==> config.mk <==
export PLATFORM = sky130hd
export DESIGN_NAME = serial_rx_flat
export DESIGN_NICKNAME = d
export VERILOG_FILES = /design/src/rtl/serial_rx_if.sv /design/src/rtl/serial_rx.sv /design/src/flat_wrapper.sv
export SDC_FILE = /design/constraint.sdc
export NUM_CORES = 2
export LEC_CHECK = 0
export CAP_MARGIN = 40
export CORE_ASPECT_RATIO = 2
export CORE_MARGIN = 8
export CORE_UTILIZATION = 57
export DETAILED_ROUTE_END_ITERATION = 10
export PLACE_DENSITY = 0.86
export SYNTH_ARGS = -nofsm -noshare
export SYNTH_HDL_FRONTEND = slang
export SYNTH_SLANG_ARGS = --single-unit
==> constraint.sdc <==
create_clock -name clk -period 7.5 [get_ports clk]
set_clock_uncertainty 0.05 [all_clocks]
set_input_delay 1.5 -clock clk [delete_from_list [all_inputs] [get_ports clk]]
set_output_delay 1.5 -clock clk [all_outputs]
set_load 0.01 [all_outputs]
==> src/rtl/serial_rx_if.sv <==
// serial_rx_if: bundles the serial line, frame configuration and the decoded
// word/strobe outputs of the pulse-width receiver.
// master: the side that drives the line and configuration (link / test harness).
// slave:  the receiver itself.
interface serial_rx_if;
    logic         y;
    logic         y0;
    logic [7:0]   nbits;
    logic [31:0]  n0;
    logic [31:0]  n1;
    logic [255:0] data;
    logic         valid;
    logic         err;
    logic         busy;

    modport master (
        output y, y0, nbits, n0, n1,
        input  data, valid, err, busy
    );

    modport slave (
        input  y, y0, nbits, n0, n1,
        output data, valid, err, busy
    );
endinterface

==> src/rtl/serial_rx.sv <==
// serial_rx: pulse-width serial decoder, receive side of serial_tx.
// Each active pulse on y encodes one bit by its width (n0 clocks -> 0,
// n1 clocks -> 1). nbits pulses form a frame, first bit received lands in
// the MSB of the right-justified word. A good frame loads data and strobes
// valid; an over-long pulse or an idle gap of GAP_MAX samples strobes err.
//
// Build option SERIAL_RX_STRICT_WIDTH_EN:
//   defined   - a pulse must be exactly n0 or n1 clocks wide, anything else
//               aborts the frame at the end of that pulse.
//   undefined - nearest-width decoding, ties decode as 0.
module serial_rx #(
    parameter int GAP_MAX = 64
) (
    input  logic       clk,
    input  logic       rst,
    serial_rx_if.slave bus
);

    typedef enum logic [1:0] {
        IDLE  = 2'd0,
        PULSE = 2'd1,
        GAP   = 2'd2
    } state_t;

    localparam logic [31:0] GAP_LIMIT = 32'(GAP_MAX);

    state_t         state_q, state_n;
    logic           y0_q, y0_n;
    logic [7:0]     nbits_q, nbits_n;
    logic [31:0]    n0_q, n0_n;
    logic [31:0]    n1_q, n1_n;
    logic [31:0]    len_q, len_n;
    logic [8:0]     bit_cnt_q, bit_cnt_n;
    logic [31:0]    gap_q, gap_n;
    logic [255:0]   shreg_q, shreg_n;
    logic [255:0]   data_q, data_n;
    logic           valid_q, valid_n;
    logic           err_q, err_n;
    logic           wait_idle_q, wait_idle_n;

    logic           line_active;
    logic           start_seen;
    logic [31:0]    len_inc;
    logic [31:0]    max_width;
    logic [32:0]    long_limit;
    logic [8:0]     frame_bits;
    logic [8:0]     bit_cnt_inc;
    logic [31:0]    gap_inc;
    logic           decoded_bit;
    logic           width_bad;
    logic [255:0]   shreg_shift;

    // Mid-frame the line is judged against the idle level latched at frame
    // start; in IDLE the live y0 decides whether a frame is starting.
    assign line_active = (bus.y != y0_q);
    assign start_seen  = (bus.y != bus.y0);

    assign len_inc     = (len_q == 32'hFFFF_FFFF) ? len_q : len_q + 32'd1;
    assign max_width   = (n0_q > n1_q) ? n0_q : n1_q;
    assign long_limit  = {max_width, 1'b0};
    assign frame_bits  = (nbits_q == 8'd0) ? 9'd256 : {1'b0, nbits_q};
    assign bit_cnt_inc = bit_cnt_q + 9'd1;
    assign gap_inc     = gap_q + 32'd1;
    assign shreg_shift = (shreg_q << 1) | {255'd0, decoded_bit};

`ifdef SERIAL_RX_STRICT_WIDTH_EN
    // Exact-width decoding: only n0 or n1 are legal pulse widths.
    assign decoded_bit = (len_q == n1_q);
    assign width_bad   = (len_q != n0_q) && (len_q != n1_q);
`else
    logic [32:0] dist0;
    logic [32:0] dist1;

    // Nearest-width decoding at 33 bits so the distances never wrap.
    assign dist0 = ({1'b0, len_q} >= {1'b0, n0_q}) ? ({1'b0, len_q} - {1'b0, n0_q})
                                                   : ({1'b0, n0_q} - {1'b0, len_q});
    assign dist1 = ({1'b0, len_q} >= {1'b0, n1_q}) ? ({1'b0, len_q} - {1'b0, n1_q})
                                                   : ({1'b0, n1_q} - {1'b0, len_q});
    assign decoded_bit = (dist1 < dist0);
    assign width_bad   = 1'b0;
`endif

    // Next-state and datapath update; strobes default low every cycle.
    always_comb begin
        state_n     = state_q;
        y0_n        = y0_q;
        nbits_n     = nbits_q;
        n0_n        = n0_q;
        n1_n        = n1_q;
        len_n       = len_q;
        bit_cnt_n   = bit_cnt_q;
        gap_n       = gap_q;
        shreg_n     = shreg_q;
        data_n      = data_q;
        valid_n     = 1'b0;
        err_n       = 1'b0;
        wait_idle_n = wait_idle_q;

        case (state_q)
            IDLE: begin
                if (wait_idle_q) begin
                    // After an over-long abort, the line has to go idle
                    // before a new frame may be recognised.
                    if (!line_active) begin
                        wait_idle_n = 1'b0;
                    end
                end else if (start_seen) begin
                    y0_n      = bus.y0;
                    nbits_n   = bus.nbits;
                    n0_n      = bus.n0;
                    n1_n      = bus.n1;
                    len_n     = 32'd1;
                    bit_cnt_n = 9'd0;
                    gap_n     = 32'd0;
                    shreg_n   = '0;
                    state_n   = PULSE;
                end
            end

            PULSE: begin
                if (line_active) begin
                    if ({1'b0, len_inc} > long_limit) begin
                        err_n       = 1'b1;
                        wait_idle_n = 1'b1;
                        state_n     = IDLE;
                    end else begin
                        len_n = len_inc;
                    end
                end else if (width_bad) begin
                    err_n   = 1'b1;
                    state_n = IDLE;
                end else begin
                    shreg_n   = shreg_shift;
                    bit_cnt_n = bit_cnt_inc;
                    if (bit_cnt_inc == frame_bits) begin
                        data_n  = shreg_shift;
                        valid_n = 1'b1;
                        state_n = IDLE;
                    end else begin
                        gap_n   = 32'd1;
                        state_n = GAP;
                    end
                end
            end

            GAP: begin
                if (line_active) begin
                    len_n   = 32'd1;
                    state_n = PULSE;
                end else begin
                    gap_n = gap_inc;
                    if (gap_inc >= GAP_LIMIT) begin
                        err_n   = 1'b1;
                        state_n = IDLE;
                    end
                end
            end

            default: begin
                state_n = IDLE;
            end
        endcase
    end

    // State and datapath registers with synchronous reset.
    always_ff @(posedge clk) begin
        if (rst) begin
            state_q     <= IDLE;
            y0_q        <= 1'b0;
            nbits_q     <= 8'd0;
            n0_q        <= 32'd0;
            n1_q        <= 32'd0;
            len_q       <= 32'd0;
            bit_cnt_q   <= 9'd0;
            gap_q       <= 32'd0;
            shreg_q     <= '0;
            data_q      <= '0;
            valid_q     <= 1'b0;
            err_q       <= 1'b0;
            wait_idle_q <= 1'b0;
        end else begin
            state_q     <= state_n;
            y0_q        <= y0_n;
            nbits_q     <= nbits_n;
            n0_q        <= n0_n;
            n1_q        <= n1_n;
            len_q       <= len_n;
            bit_cnt_q   <= bit_cnt_n;
            gap_q       <= gap_n;
            shreg_q     <= shreg_n;
            data_q      <= data_n;
            valid_q     <= valid_n;
            err_q       <= err_n;
            wait_idle_q <= wait_idle_n;
        end
    end

    assign bus.data  = data_q;
    assign bus.valid = valid_q;
    assign bus.err   = err_q;
    assign bus.busy  = (state_q != IDLE);

endmodule

==> src/flat_wrapper.sv <==
// flat-port wrapper written by rule: the top's interface ports become plain ports
module serial_rx_flat 
#(
    parameter int GAP_MAX = 64
)
  (clk, rst, bus_y, bus_y0, bus_nbits, bus_n0, bus_n1, bus_data, bus_valid, bus_err, bus_busy);
  serial_rx_if bus_i ();
  input  logic clk;
  input  logic rst;
  input wire logic [$bits(bus_i.y)-1:0] bus_y;
  input wire logic [$bits(bus_i.y0)-1:0] bus_y0;
  input wire logic [$bits(bus_i.nbits)-1:0] bus_nbits;
  input wire logic [$bits(bus_i.n0)-1:0] bus_n0;
  input wire logic [$bits(bus_i.n1)-1:0] bus_n1;
  output wire logic [$bits(bus_i.data)-1:0] bus_data;
  output wire logic [$bits(bus_i.valid)-1:0] bus_valid;
  output wire logic [$bits(bus_i.err)-1:0] bus_err;
  output wire logic [$bits(bus_i.busy)-1:0] bus_busy;
  assign bus_i.y = bus_y;
  assign bus_i.y0 = bus_y0;
  assign bus_i.nbits = bus_nbits;
  assign bus_i.n0 = bus_n0;
  assign bus_i.n1 = bus_n1;
  assign bus_data = bus_i.data;
  assign bus_valid = bus_i.valid;
  assign bus_err = bus_i.err;
  assign bus_busy = bus_i.busy;
  serial_rx #(.GAP_MAX(GAP_MAX)) u_core (.clk(clk), .rst(rst), .bus(bus_i));
endmodule
==> results.sh <==
export IMPL_end_kind="register"
export IMPL_viasPerCell=6.22
export IMPL_die_y_um=361
export IMPL_synth_area_leaders="dfxtp_1 39%, nand2_1 8.7%, ha_1 8.5%, a21oi_1 8.3%, a22oi_1 5.7%"
export IMPL_clk_latency_ps=650
export IMPL_clk_path_buf_depth=3
export IMPL_die_w_um=188
export IMPL_async_flop_share=0
export IMPL_maxCapViolCount=0
export IMPL_routed_wl_mm=124
export IMPL_maxSlewHeadroom=0.248
export IMPL_rsz0062_at_grt="false"
export IMPL_r2r_start="u_core.len_q[12]"
export IMPL_clock_sinks=662
export IMPL_grt_overflow=0
export IMPL_postLayoutCellArea_um2=39500
export IMPL_placed_cells=5155
export IMPL_rr_worst_depth=22
export IMPL_antenna_left=0
export IMPL_syn_avg_cell_area_um2=7.91
export IMPL_synth_edf_count=0
export IMPL_setup_viol=0
export IMPL_period_share=0.956
export IMPL_startpoint="u_core.len_q[12]"
export IMPL_p_per_area_nw_per_um2=295
export IMPL_first_iter_violations=2631
export IMPL_ys_flop_type="dfxtp_1"
export IMPL_nNetsFinal=4759
export IMPL_dr_pass1_iters=6
export IMPL_yosysTopAreaCellShare=0.392
export IMPL_post_cts_buffers=0
export IMPL_hold_buffers=0
export IMPL_syn_nets=4589
export IMPL_syn_area_um2=33800
export IMPL_vdd_drop_max_uv=255
export IMPL_synth_area_leader_cell="dfxtp_1"
export IMPL_die_area_um2=67900
export IMPL_avgRoutedWirePerCell_um=23.6
export IMPL_fmax_mhz=140
export IMPL_synthTopCellsByCount="785 x nand2_1, 662 x dfxtp_1, 563 x a21oi_1, 426 x nor2_1, 257 x a22oi_1"
export IMPL_p_leak_nw=14.8
export IMPL_io_pin_count=335
export IMPL_gp_congestion=1.16
export IMPL_grt_max_degree=245
export IMPL_arrival_ps=7670
export IMPL_dpl_hpwl_mm=88.4
export IMPL_track_usage=0.351
export IMPL_cts_tree="done"
export IMPL_htreeDepth=2
export IMPL_cts_root_buf="clkbuf_16"
export IMPL_worst_path_max_delay_cell="nor3b_2"
export IMPL_drive_gt1_frac=0.0468
export IMPL_worst_pin_slew_ps=1130
export IMPL_drc_errors=0
export IMPL_outcome="finished, final reports clean"
export IMPL_hold_violations=0
export IMPL_start_util=0.576
export IMPL_dpl_cell_area_um2=37700
export IMPL_io_buffers=334
export IMPL_required_ps=8010
export IMPL_slew_viol_final=0
export IMPL_critPathMaxStageDelay_ps=830
export IMPL_crit_path_end="u_core.len_q[8]"
export IMPL_layout_cells_non_filler=5264
export IMPL_ys_warn_count=0
export IMPL_num_rows=126
export IMPL_antenna_found_initial=14
export IMPL_finalSetupTns_ps=0
export IMPL_crit_fanout=10
export IMPL_layout_min_cycle_time_ps=7170
export IMPL_cp_start_kind="register"
export IMPL_cts_resized=0
export IMPL_area_delta_synth_final_pct=16.7
export IMPL_ys_types=95
export IMPL_ff2ff_setup_slack_ps=330
export IMPL_hp_class="register to register"
export IMPL_core_um2=58800
export IMPL_yosysMostFrequentCell="nand2_1"
export IMPL_path_cells="and3_1 -> buf_4 -> and4bb_2 -> nand3_2 -> nor3b_2 -> nand3_1 -> nor2_1 -> nand4_1 -> o21a_1 -> or2_2 -> ha_1 -> nand3_1 -> o22ai_1 -> o21ai_0 -> nand2b_1 -> a221oi_1 -> buf_4 -> a221oi_1 -> mux2_2 -> nor3_1 -> o21ai_0 -> nand2_1"
export IMPL_synthCells=4278
export IMPL_yosysSeqAreaShare=0.392
export IMPL_r2r_end="u_core.len_q[8]"
export IMPL_grt_pass1_wl_mm=187
export IMPL_cts_buffers=56
export IMPL_grt_pass1_vias=32340
export IMPL_vias=32730
export IMPL_ys_ff_latch=662
export IMPL_critical_path_class="register to register"
export IMPL_clk_pin_slew_worst_paths_ps=70
-- kinds of logic (layout without fill, tap and decap cells) --
logic type | after synthesis | after routing | share of synthesized area
AND/OR/NAND/NOR | 1554 | 1554 | 0.200
AO/OA/AOI/OAI | 1267 | 1267 | 0.233
flip-flops | 662 | 662 | 0.392
buffers and inverters | 425 | 634 | 0.0507
adder cells (fa/ha/maj) | 235 | 235 | 0.0878
XOR/XNOR | 103 | 103 | 0.0267
multiplexers | 32 | 32 | 0.00976
other | 0 | 9 | 0
-- routing by layer --
metal  vias up  GRT usage  wire length [µm]
met5         -          0                37
met4         6      0.267             10800
met3       544     0.0951             10300
met2      1421      0.612             61200
met1     15522      0.350             42100
li1      15237          -                 -
-- final cells by class --
class | count | area, µm²
fill | 4900 | 19300
multi-input combinational | 3191 | 18900
sequential | 662 | 13300
timing repair buffer | 402 | 4050
clock buffer | 75 | 1550
tap | 768 | 961
inverter | 135 | 507
clock inverter | 22 | 236
antenna | 9 | 22.5
-- through the flow --
| stage | utilization | worst slack (ps) | power, W | hold slack, ps |
|---|---|---|---|---|
| finish | 0.672 | 332 | 0.0116 | 398 |
| global route | 0.672 | 296 | 0.0121 | 421 |
| global placement | 0.638 | 922 | 0.00850 | 387 |
| CTS | 0.671 | 909 | 0.0114 | 402 |
| floorplan | - | 2690 | 0.00689 | 386 |
| detailed placement | 0.641 | 936 | 0.00851 | 393 |
-- state kept, by name (all words and copies together), names as in the netlist --
signal	count
u_core.bus.data	256
u_core.shreg_q	255
u_core.gap_q	32
u_core.len_q	32
u_core.n0_q	32
u_core.n1_q	32
u_core.bit_cnt_q	9
u_core.nbits_q	8
u_core.state_q	2
u_core.bus.err	1
u_core.bus.valid	1
u_core.wait_idle_q	1
u_core.y0_q	1
-- worst min path at each step --
stage                                end  cells after the start            startpoint  slack [ps]
global route         u_core.bus.data[88]                      2   u_core.bus.data[88]         420
finish              u_core.bus.data[173]                      2  u_core.bus.data[173]         400
CTS                 u_core.bus.data[121]                      2  u_core.bus.data[121]         400
floorplan           u_core.bus.data[255]                      2   u_core.shreg_q[254]         390
global placement    u_core.bus.data[252]                      2  u_core.bus.data[252]         390
detailed placement  u_core.bus.data[149]                      2  u_core.bus.data[149]         390
-- where the power goes --
| group | internal (W) | switching (W) |
|---|---|---|
| logic | 0.00173 | 0.00327 |
| clock network | 0.00151 | 0.00141 |
| registers | 0.00359 | 0.000124 |
-- cell usage in the layout, fill, tap and decap left out, types with 10 or more instances in the layout --
| cell | count |
|---|---|
| nand3_1 | 58 |
| buf_4 | 49 |
| clkbuf_1 | 12 |
| dfxtp_1 | 662 |
| inv_1 | 135 |
| a211oi_1 | 21 |
| and2_1 | 15 |
| clkbuf_16 | 57 |
| nor3_1 | 41 |
| buf_12 | 11 |
| and4_1 | 10 |
| mux2i_1 | 24 |
| nor2_1 | 423 |
| and3_1 | 21 |
| a22o_1 | 18 |
| nor2b_1 | 21 |
| o21a_1 | 21 |
| nand4_1 | 61 |
| clkdlybuf4s50_1 | 333 |
| a21oi_1 | 563 |
| o21ai_0 | 130 |
| nor4_1 | 15 |
| a22oi_1 | 257 |
| nand2b_1 | 18 |
| or3_1 | 22 |
| o21bai_1 | 30 |
| o31ai_1 | 13 |
| xnor2_1 | 75 |
| xor2_1 | 28 |
| ha_1 | 231 |
| nand2_1 | 784 |
| a21o_1 | 96 |
| a31oi_1 | 33 |
| or2_2 | 10 |
-- critical path: cells and delay by family, from the launching register on --
family                     cells  cell delay [ps]
buffers and inverters          2              390
AOI/OAI and AO/OA              6             1220
DFF                            1              400
muxes                          1              410
and+or+nand+nor               12             4290
adders and majority gates      1              320
Power figures use the tool's default switching activity.
